<file path="src/rtl/dest_pipe_pkg.sv">
// Shared definitions for the destination-register pipeline: regdst encodings
// and the per-stage entry carried from ID to WB.
package dest_pipe_pkg;

   localparam int unsigned DP_ADDR_W_MAX = 8;

   localparam logic [1:0] RDST_RT   = 2'b00;
   localparam logic [1:0] RDST_RD   = 2'b01;
   localparam logic [1:0] RDST_LINK = 2'b10;
   localparam logic [1:0] RDST_NONE = 2'b11;

   // Address is stored zero-extended so one entry type serves any REG_ADDR_W <= DP_ADDR_W_MAX
   typedef struct packed {
      logic                     we;
      logic [DP_ADDR_W_MAX-1:0] addr;
   } dest_entry_t;

endpackage

</file>
<file path="src/rtl/dest_match.sv">
// Combinational priority matcher: returns 1 + index of the youngest stage
// writing the queried register, or 0 when none does (query 0 never matches).
module dest_match
   import dest_pipe_pkg::*;
#(
   parameter int unsigned REG_ADDR_W = 5,
   parameter int unsigned STAGES     = 3,
   parameter int unsigned IDX_W      = $clog2(STAGES + 1)
) (
   input  logic [REG_ADDR_W-1:0] query_i,
   input  dest_entry_t           stages_i [STAGES],
   output logic [IDX_W-1:0]      idx_o
);

   logic [DP_ADDR_W_MAX-1:0] query_ext;

   // Scan oldest to youngest so the youngest hit is the last assignment
   always_comb begin
      idx_o     = '0;
      query_ext = DP_ADDR_W_MAX'(query_i);
      for (int k = STAGES - 1; k >= 0; k--) begin
         if (query_ext != '0 && stages_i[k].we && stages_i[k].addr == query_ext) begin
            idx_o = IDX_W'(k + 1);
         end
      end
   end

endmodule

</file>
<file path="src/rtl/dest_reg_pipe.sv">
// Destination-register decode and ID..WB pipeline with forwarding match indices.
// Optional RSEL_LINK_EN: regdst=10 selects LINK_REG; otherwise it means no write.
module dest_reg_pipe
   import dest_pipe_pkg::*;
#(
   parameter int unsigned REG_ADDR_W = 5,
   parameter int unsigned STAGES     = 3,
   parameter int unsigned LINK_REG   = 31,
   parameter int unsigned IDX_W      = $clog2(STAGES + 1)
) (
   input  logic                  clk,
   input  logic                  rst_n,
   input  logic                  id_valid,
   input  logic                  id_regwrite,
   input  logic [1:0]            id_regdst,
   input  logic [REG_ADDR_W-1:0] id_rt,
   input  logic [REG_ADDR_W-1:0] id_rd,
   input  logic [REG_ADDR_W-1:0] id_rs_q,
   input  logic [REG_ADDR_W-1:0] id_rt_q,
   input  logic                  hold,
   input  logic                  bubble,
   output logic                  wb_we,
   output logic [REG_ADDR_W-1:0] wb_reg,
   output logic [IDX_W-1:0]      rs_match,
   output logic [IDX_W-1:0]      rt_match
);

`ifdef RSEL_LINK_EN
   localparam logic LINK_EN = 1'b1;
`else
   localparam logic LINK_EN = 1'b0;
`endif

   localparam logic [REG_ADDR_W-1:0] LINK_ADDR = REG_ADDR_W'(LINK_REG);

   logic [REG_ADDR_W-1:0] dest_c;
   logic                  writable_c;
   dest_entry_t           dec_c;
   dest_entry_t           stage_q [STAGES];
   dest_entry_t           stage_d [STAGES];

   // ID decode: pick destination and squash writes to register 0
   always_comb begin
      dest_c     = '0;
      writable_c = 1'b0;
      unique case (id_regdst)
         RDST_RT: begin
            dest_c     = id_rt;
            writable_c = 1'b1;
         end
         RDST_RD: begin
            dest_c     = id_rd;
            writable_c = 1'b1;
         end
         RDST_LINK: begin
            dest_c     = LINK_EN ? LINK_ADDR : '0;
            writable_c = LINK_EN;
         end
         default: begin
            dest_c     = '0;
            writable_c = 1'b0;
         end
      endcase
      dec_c.we   = id_valid & id_regwrite & writable_c & (dest_c != '0);
      dec_c.addr = DP_ADDR_W_MAX'(dest_c);
   end

   // Advance unless held; stage 0 takes a NOP on bubble or empty ID
   always_comb begin
      stage_d = stage_q;
      if (!hold) begin
         for (int k = 1; k < STAGES; k++) begin
            stage_d[k] = stage_q[k-1];
         end
         stage_d[0] = (id_valid && !bubble) ? dec_c : '0;
      end
   end

   always_ff @(posedge clk) begin
      if (!rst_n) begin
         for (int k = 0; k < STAGES; k++) begin
            stage_q[k] <= '0;
         end
      end else begin
         stage_q <= stage_d;
      end
   end

   assign wb_we  = stage_q[STAGES-1].we;
   assign wb_reg = stage_q[STAGES-1].addr[REG_ADDR_W-1:0];

   dest_match #(
      .REG_ADDR_W (REG_ADDR_W),
      .STAGES     (STAGES),
      .IDX_W      (IDX_W)
   ) u_rs_match (
      .query_i  (id_rs_q),
      .stages_i (stage_q),
      .idx_o    (rs_match)
   );

   dest_match #(
      .REG_ADDR_W (REG_ADDR_W),
      .STAGES     (STAGES),
      .IDX_W      (IDX_W)
   ) u_rt_match (
      .query_i  (id_rt_q),
      .stages_i (stage_q),
      .idx_o    (rt_match)
   );

endmodule

</file>
<file path="config.mk">
export PLATFORM = sky130hd
export DESIGN_NAME = dest_reg_pipe
export DESIGN_NICKNAME = d
export VERILOG_FILES = /design/src/rtl/dest_pipe_pkg.sv /design/src/rtl/dest_match.sv /design/src/rtl/dest_reg_pipe.sv
export SDC_FILE = /design/constraint.sdc
export NUM_CORES = 1
export LEC_CHECK = 0
export ABC_AREA = 1
export ABC_CLOCK_PERIOD_IN_PS = 1730
export BUFFER_PORTS_ARGS = -buffer_cell sky130_fd_sc_hd__buf_2
export CORE_MARGIN = 4
export CORE_UTILIZATION = 50
export DETAILED_ROUTE_END_ITERATION = 10
export PLACE_DENSITY = 0.78
export SYNTH_ARGS = -nofsm -noshare
export SYNTH_HDL_FRONTEND = slang
export SYNTH_SLANG_ARGS = --single-unit
</file>
<file path="constraint.sdc">
create_clock -name clk -period 1.73 [get_ports clk]
set_input_delay 0.346 -clock clk [delete_from_list [all_inputs] [get_ports clk]]
set_output_delay 0.346 -clock clk [all_outputs]
set_load 0.02 [all_outputs]
</file>
==> impl_metrics.ini, run 1 <==
[worst_setup_path]
crit_slowest_cell = dfxtp_4
r2r.worst_path.cells = 2
cp_slowest_stage_delay_ns = 0.38
crit_required_ns = 1.38
path_cells = inv_2 > nand2_1 > o21ai_1 > nand3b_1 > nor2_1 > nor2_1 > nor2_1 > buf_4
worst_setup_path_end_kind = output pin
crit_cells = 8
crit_buf_inv = 2
cp_top_family = simple AND/OR/NAND/NOR gates
cp_common_cell = nor2_1
critical_path_class = register to output pin
critPathLaunchType = register
worstPathMaxFanout = 4
cp_data_arrival_time_ns = 1.41

[placed_design]
io_buffers = 37
placedCellCount = 263
dpl_worst_slack_ns = 0.159
dpl.hpwl_mm = 2.55
gp_congestion = 0.979
placed_cell_area_um2 = 1450

[grt]
antenna_found_initial = 0
grtUsageTotal = 0.203
grt_max_degree = 21
grt_pass1_wl_mm = 5.40
grt_overflow = 0
grt_pass1_vias = 1223

[synthesis]
synth_largest_area_cell = dfxtp_1
yosys_warnings = 0
synthMuxAreaShare = 0
synth_compound_area_frac = 0.183
synthXorXnorAreaFrac = 0.0958
avgSynthCellArea_um2 = 6.24
synthAdderAreaFrac = 0
synth_seq_area_share = 0.282
synth_cells = 205
synth-seq-cells = 18
syn_area_um2 = 1280
synth_nets = 233
synth_top_family_by_area = simple AND/OR/NAND/NOR gates
synth_simple_gate_area_frac = 0.321
synth.distinct_cells = 23
synthDominantCellAreaShare = 0.282
synthTopCellsByArea = dfxtp_1 28%, nand2_1 15%, a21oi_1 7.8%, nor2_1 6.2%, xnor2_1 6.2%

[status]
violations = negative setup slack
status = finished with violations

[sta]
rsz0062_at_grt = true
hold_violations = 0
fin_crit_ns = 1.75
fmax_mhz = 570
holdWs_ns = 0.382
final.period_utilization = 1.01
slew_headroom = 0.757
fin_ws_ns = -0.0233
worst_slew_pin_slew_ns = 0.364
finalSetupViolCount = 1
fin_skew_ns = 0.0111
slew_violations = 0
setup-tns-final_ns = -0.0233

[floorplan]
ios = 38
fp.coreArea_um2 = 2450
start_util = 0.521
die_area_um2 = 3430
die_h_um = 58.6
rows = 18
die_w_um = 58.6

[power_and_ir_drop]
power.clock.fraction = 0.236
switchingPower_uw = 280
sw_frac_of_total = 0.318
p_int_uw = 602
p_seq_frac = 0.515
p_per_area_nw_per_um2 = 569
combPwrFrac = 0.248
power_leakage_nw = 0.712
irDropWorstVdd_uv = 490
p_total_uw = 883

[clock_tree]
cts_buffers = 3
cts_tree = built
cts.sinks = 18
clk_pin_slew_ns = 0.10
ctsHtreeMaxLevel = 1
clk_latency_ns = 0.30
cts_root_buf = clkbuf_4
clock_path_buffers = 2
hold_buffers = 0

[layout]
final_cell_count_no_fill = 268
utilization = 0.632
largest_reg_flops = 12
nets = 268
n_antenna_cell = 0
stdcell_area_um2 = 1550
drive_above_1_share = 0.336
area_growth_pct = 21.2

[hold_path]
hold-path-cell-count = 3
hold_class = primary input to register

[drt]
postRouteWirelength_mm = 3.27
detail_route.iter0.violations = 56
vias_per_cell = 5.10
first_pass_iters = 4
ant_nets = 0
num_vias = 1366
wire_per_inst_um = 12.2
drc_errors = 0

[flow_run]
maxCapViolCount = 0
-- per-layer routing --
layer	global-route usage	wire, µm	vias up
li1	-	-	726
met4	0.0518	27	0
met3	0.0417	218	4
met5	0	0	-
met2	0.354	1590	37
met1	0.255	1440	599
-- path summary, 6_finish.rpt --
path | from | end | slack, ns
worst max-delay path | stage_q[10]$_SDFFE_PN0N_ | rs_match[1] | -0.02
worst min-delay path | rst_n | stage_q[10]$_SDFFE_PN0N_ | 0.38
worst max register to register | wb_we$_SDFFE_PN0N_ | wb_we$_SDFFE_PN0N_ | 1.02
worst min register to register | stage_q[26]$_SDFFE_PN0N_ | stage_q[26]$_SDFFE_PN0N_ | 0.50
-- cell usage after synthesis --
master    number
dfxtp_1       18
buf_2          2
nand3_1       12
a21oi_2        2
or2_0          2
inv_2          8
a21oi_1       20
nor2_2         2
nor2_1        21
xnor2_1        9
o21ai_0       14
o21ai_2        1
buf_4          5
clkbuf_1       2
nand3b_1       1
o21ai_1        6
nand4_1        3
nor3_2         2
o211ai_1       1
nand2_1       50
xor2_1         5
inv_1         18
nand4_2        1
-- final cells by class --
type	count	area, µm²
clock buffers	3	22.5
fillers	244	903
inverters	26	97.6
multi-input cells	152	788
flip-flops and latches	18	392
well taps	30	37.5
repair buffers	39	214
-- timing repair --
action | CTS | global route
gates cloned | 0 | 0
hold endpoints to repair | 0 | 0
endpoints found under the setup margin | 4 | 4
setup buffers | 1 | 1
pin swaps | 5 | 7
resized for setup | 23 | 9
-- kinds of logic (layout without fill, tap and decap cells) --
kind of cell / after synthesis / after routing
AND/OR/NAND/NOR: 94 / 94
AO/OA/AOI/OAI: 44 / 44
buffers and inverters: 35 / 68
flip-flops: 18 / 18
XOR/XNOR: 14 / 14
-- power groups by stage --
stage | clock [mW] | combinational [mW] | sequential [mW]
global route | 0.234 | 0.247 | 0.457
detailed placement | 0 | 0.209 | 0.465
CTS | 0.215 | 0.214 | 0.457
finish | 0.208 | 0.219 | 0.455
floorplan | 0 | 0.144 | 0.459
global placement | 0 | 0.207 | 0.465
-- placed cells by master (no fill, tap or decap) --
cell	netlist	routed
nand2_1	50	50
buf_2	2	33
nor2_1	21	20
a21oi_1	20	19
inv_1	18	15
o21ai_0	14	14
nand3_1	12	12
inv_2	8	11
dfxtp_2	0	10
xnor2_1	9	7
o21ai_1	6	6
xor2_1	5	5
buf_4	5	5
dfxtp_4	0	5
a21oi_2	2	3
nand4_1	3	3
nor2_2	2	3
clkbuf_4	0	3
dfxtp_1	18	3
xnor2_2	0	2
or2_0	2	2
nor3_2	2	2
nand4_2	1	1
nand3b_1	1	1
o211ai_1	1	1
o21ai_2	1	1
buf_6	0	1
-- worst reg2reg max path, delay by kind of cell (launching register included) --
kind / cells / cell delay [ns]
AOI/OAI and AO/OA: 2 / 0.23
DFF: 1 / 0.36
(Power assumes the default switching activity.)
==> inputs of run 2 (changes only) <==
Settings changed: SKIP_CTS_REPAIR_TIMING from default to 1.
==> run 2 against run 1 <==
  * The run still ends with negative setup slack left
  * Total power is essentially flat
  * Via count grew 1.0%
  * Count of clock-buffer cells in the layout is the same
  * Clock skew shrank 0.0019 ns
  * First-iteration DRC count grew 34%
  * Combinational power is essentially flat
  * Non-clock buffer count shrank 1
  * Wire length is essentially flat
  * Sequential share of layout area shrank 0.16 points
  * Setup slack lost 0.021 ns
  * Critical path type unchanged
  * Highest routed layer unchanged
==> impl_metrics.ini, run 2 (synthesis results as in run 1) <==
[worst_setup_path]
r2r.worst_path.cells = 2
worstPathMaxFanout = 4
cp_data_arrival_time_ns = 1.43
critical_path_class = register to output pin
crit_slowest_cell = dfxtp_4
worst_setup_path_end_kind = output pin
cp_top_family = simple AND/OR/NAND/NOR gates
crit_cells = 8
critPathLaunchType = register
cp_slowest_stage_delay_ns = 0.38
crit_buf_inv = 2
cp_common_cell = nand2_1
crit_required_ns = 1.38
path_cells = inv_2 > nand2_1 > nand2_1 > a21oi_2 > nand2_1 > nor3_2 > nor2_1 > buf_4

[placed_design]
gp_congestion = 0.979
placed_cell_area_um2 = 1450
dpl.hpwl_mm = 2.55
io_buffers = 37

[status]
violations = negative setup slack
status = finished with violations

[sta]
fin_ws_ns = -0.0440
holdWs_ns = 0.385
slew_headroom = 0.759
final.period_utilization = 1.03
worst_slew_pin_slew_ns = 0.362
rsz0062_at_grt = true
finalSetupViolCount = 3
fin_crit_ns = 1.77
slew_violations = 0
fmax_mhz = 564
hold_violations = 0
fin_skew_ns = 0.00921

[drt]
wire_per_inst_um = 12.2
first_pass_iters = 4
detail_route.iter0.violations = 75
ant_nets = 0
postRouteWirelength_mm = 3.27
num_vias = 1380
vias_per_cell = 5.17
drc_errors = 0

[flow_run]
maxCapViolCount = 0

[grt]
grtUsageTotal = 0.196
grt_pass1_vias = 1191
antenna_found_initial = 0
grt_overflow = 0
grt_max_degree = 21
grt_pass1_wl_mm = 5.22

[clock_tree]
cts_root_buf = clkbuf_4
cts_tree = built
clock_path_buffers = 2
cts_buffers = 3
ctsHtreeMaxLevel = 1
clk_pin_slew_ns = 0.10
cts.sinks = 18
clk_latency_ns = 0.29

[floorplan]
die_area_um2 = 3430
ios = 38
fp.coreArea_um2 = 2450
die_h_um = 58.6
rows = 18
start_util = 0.521
die_w_um = 58.6

[layout]
stdcell_area_um2 = 1550
drive_above_1_share = 0.333
nets = 267
largest_reg_flops = 12
n_antenna_cell = 0
final_cell_mix = 50 x nand2_1, 33 x buf_2, 20 x nor2_1
mostFrequentLayoutCell = nand2_1
fill_cells = 248
area_growth_pct = 20.8

[power_and_ir_drop]
irDropWorstVdd_uv = 492
p_per_area_nw_per_um2 = 570
power_leakage_nw = 0.706

[hold_path]
hold-path-cell-count = 3
hold_class = primary input to register
==> run 2: final timing paths <==
| path | from | slack (ns) | endpoint |
|---|---|---|---|
| setup reg to reg | stage_q[22]$_SDFFE_PN0N_ | 1.01 | stage_q[22]$_SDFFE_PN0N_ |
| hold / removal | rst_n | 0.38 | stage_q[10]$_SDFFE_PN0N_ |
| setup / recovery | stage_q[18]$_SDFFE_PN0N_ | -0.04 | rs_match[1] |
| hold reg to reg | stage_q[26]$_SDFFE_PN0N_ | 0.49 | stage_q[26]$_SDFFE_PN0N_ |
==> run 2: cell type report <==
class,instances,area [µm²],area share
Timing Repair Buffer,38,206,0.133
Multi-Input combinational cell,152,792,0.512
Clock buffer,3,22.5,0.0146
Tap cell,30,37.5,0.0243
Inverter,26,100,0.0647
Sequential cell,18,388,0.251
==> run 2: worst reg2reg max path: stages (launching register included) <==
cell	delay (ns)
dfxtp_1	0.44
nand2_1	0.08
a21oi_1	0.15
==> run 2: metrics by stage <==
step	power, mW	setup TNS, ns	worst slack [ns]	utilization	cells
2_1_floorplan	0.603	0	0.231	-	205
3_3_place_gp	0.672	0	0.163	0.590	263
3_5_place_dp	0.674	0	0.159	0.590	263
4_1_cts	0.881	-0.366	-0.118	0.599	266
5_1_grt	0.940	-0.464	-0.141	0.630	267
6_report	0.882	-0.0647	-0.0440	0.630	267
==> run 2: report_power, final <==
| group | switching (mW) | internal, mW |
|---|---|---|
| Combinational | 0.129 | 0.0907 |
| Sequential | 0.0249 | 0.431 |
| Clock | 0.126 | 0.0810 |
==> run 2: routing by layer <==
metal / track usage / routed length, µm / vias to the layer above
met5: 0 / 0 / -
met4: 0.0518 / 37 / 0
met3: 0.0417 / 234 / 4
met2: 0.335 / 1610 / 49
met1: 0.251 / 1390 / 604
li1: - / - / 723
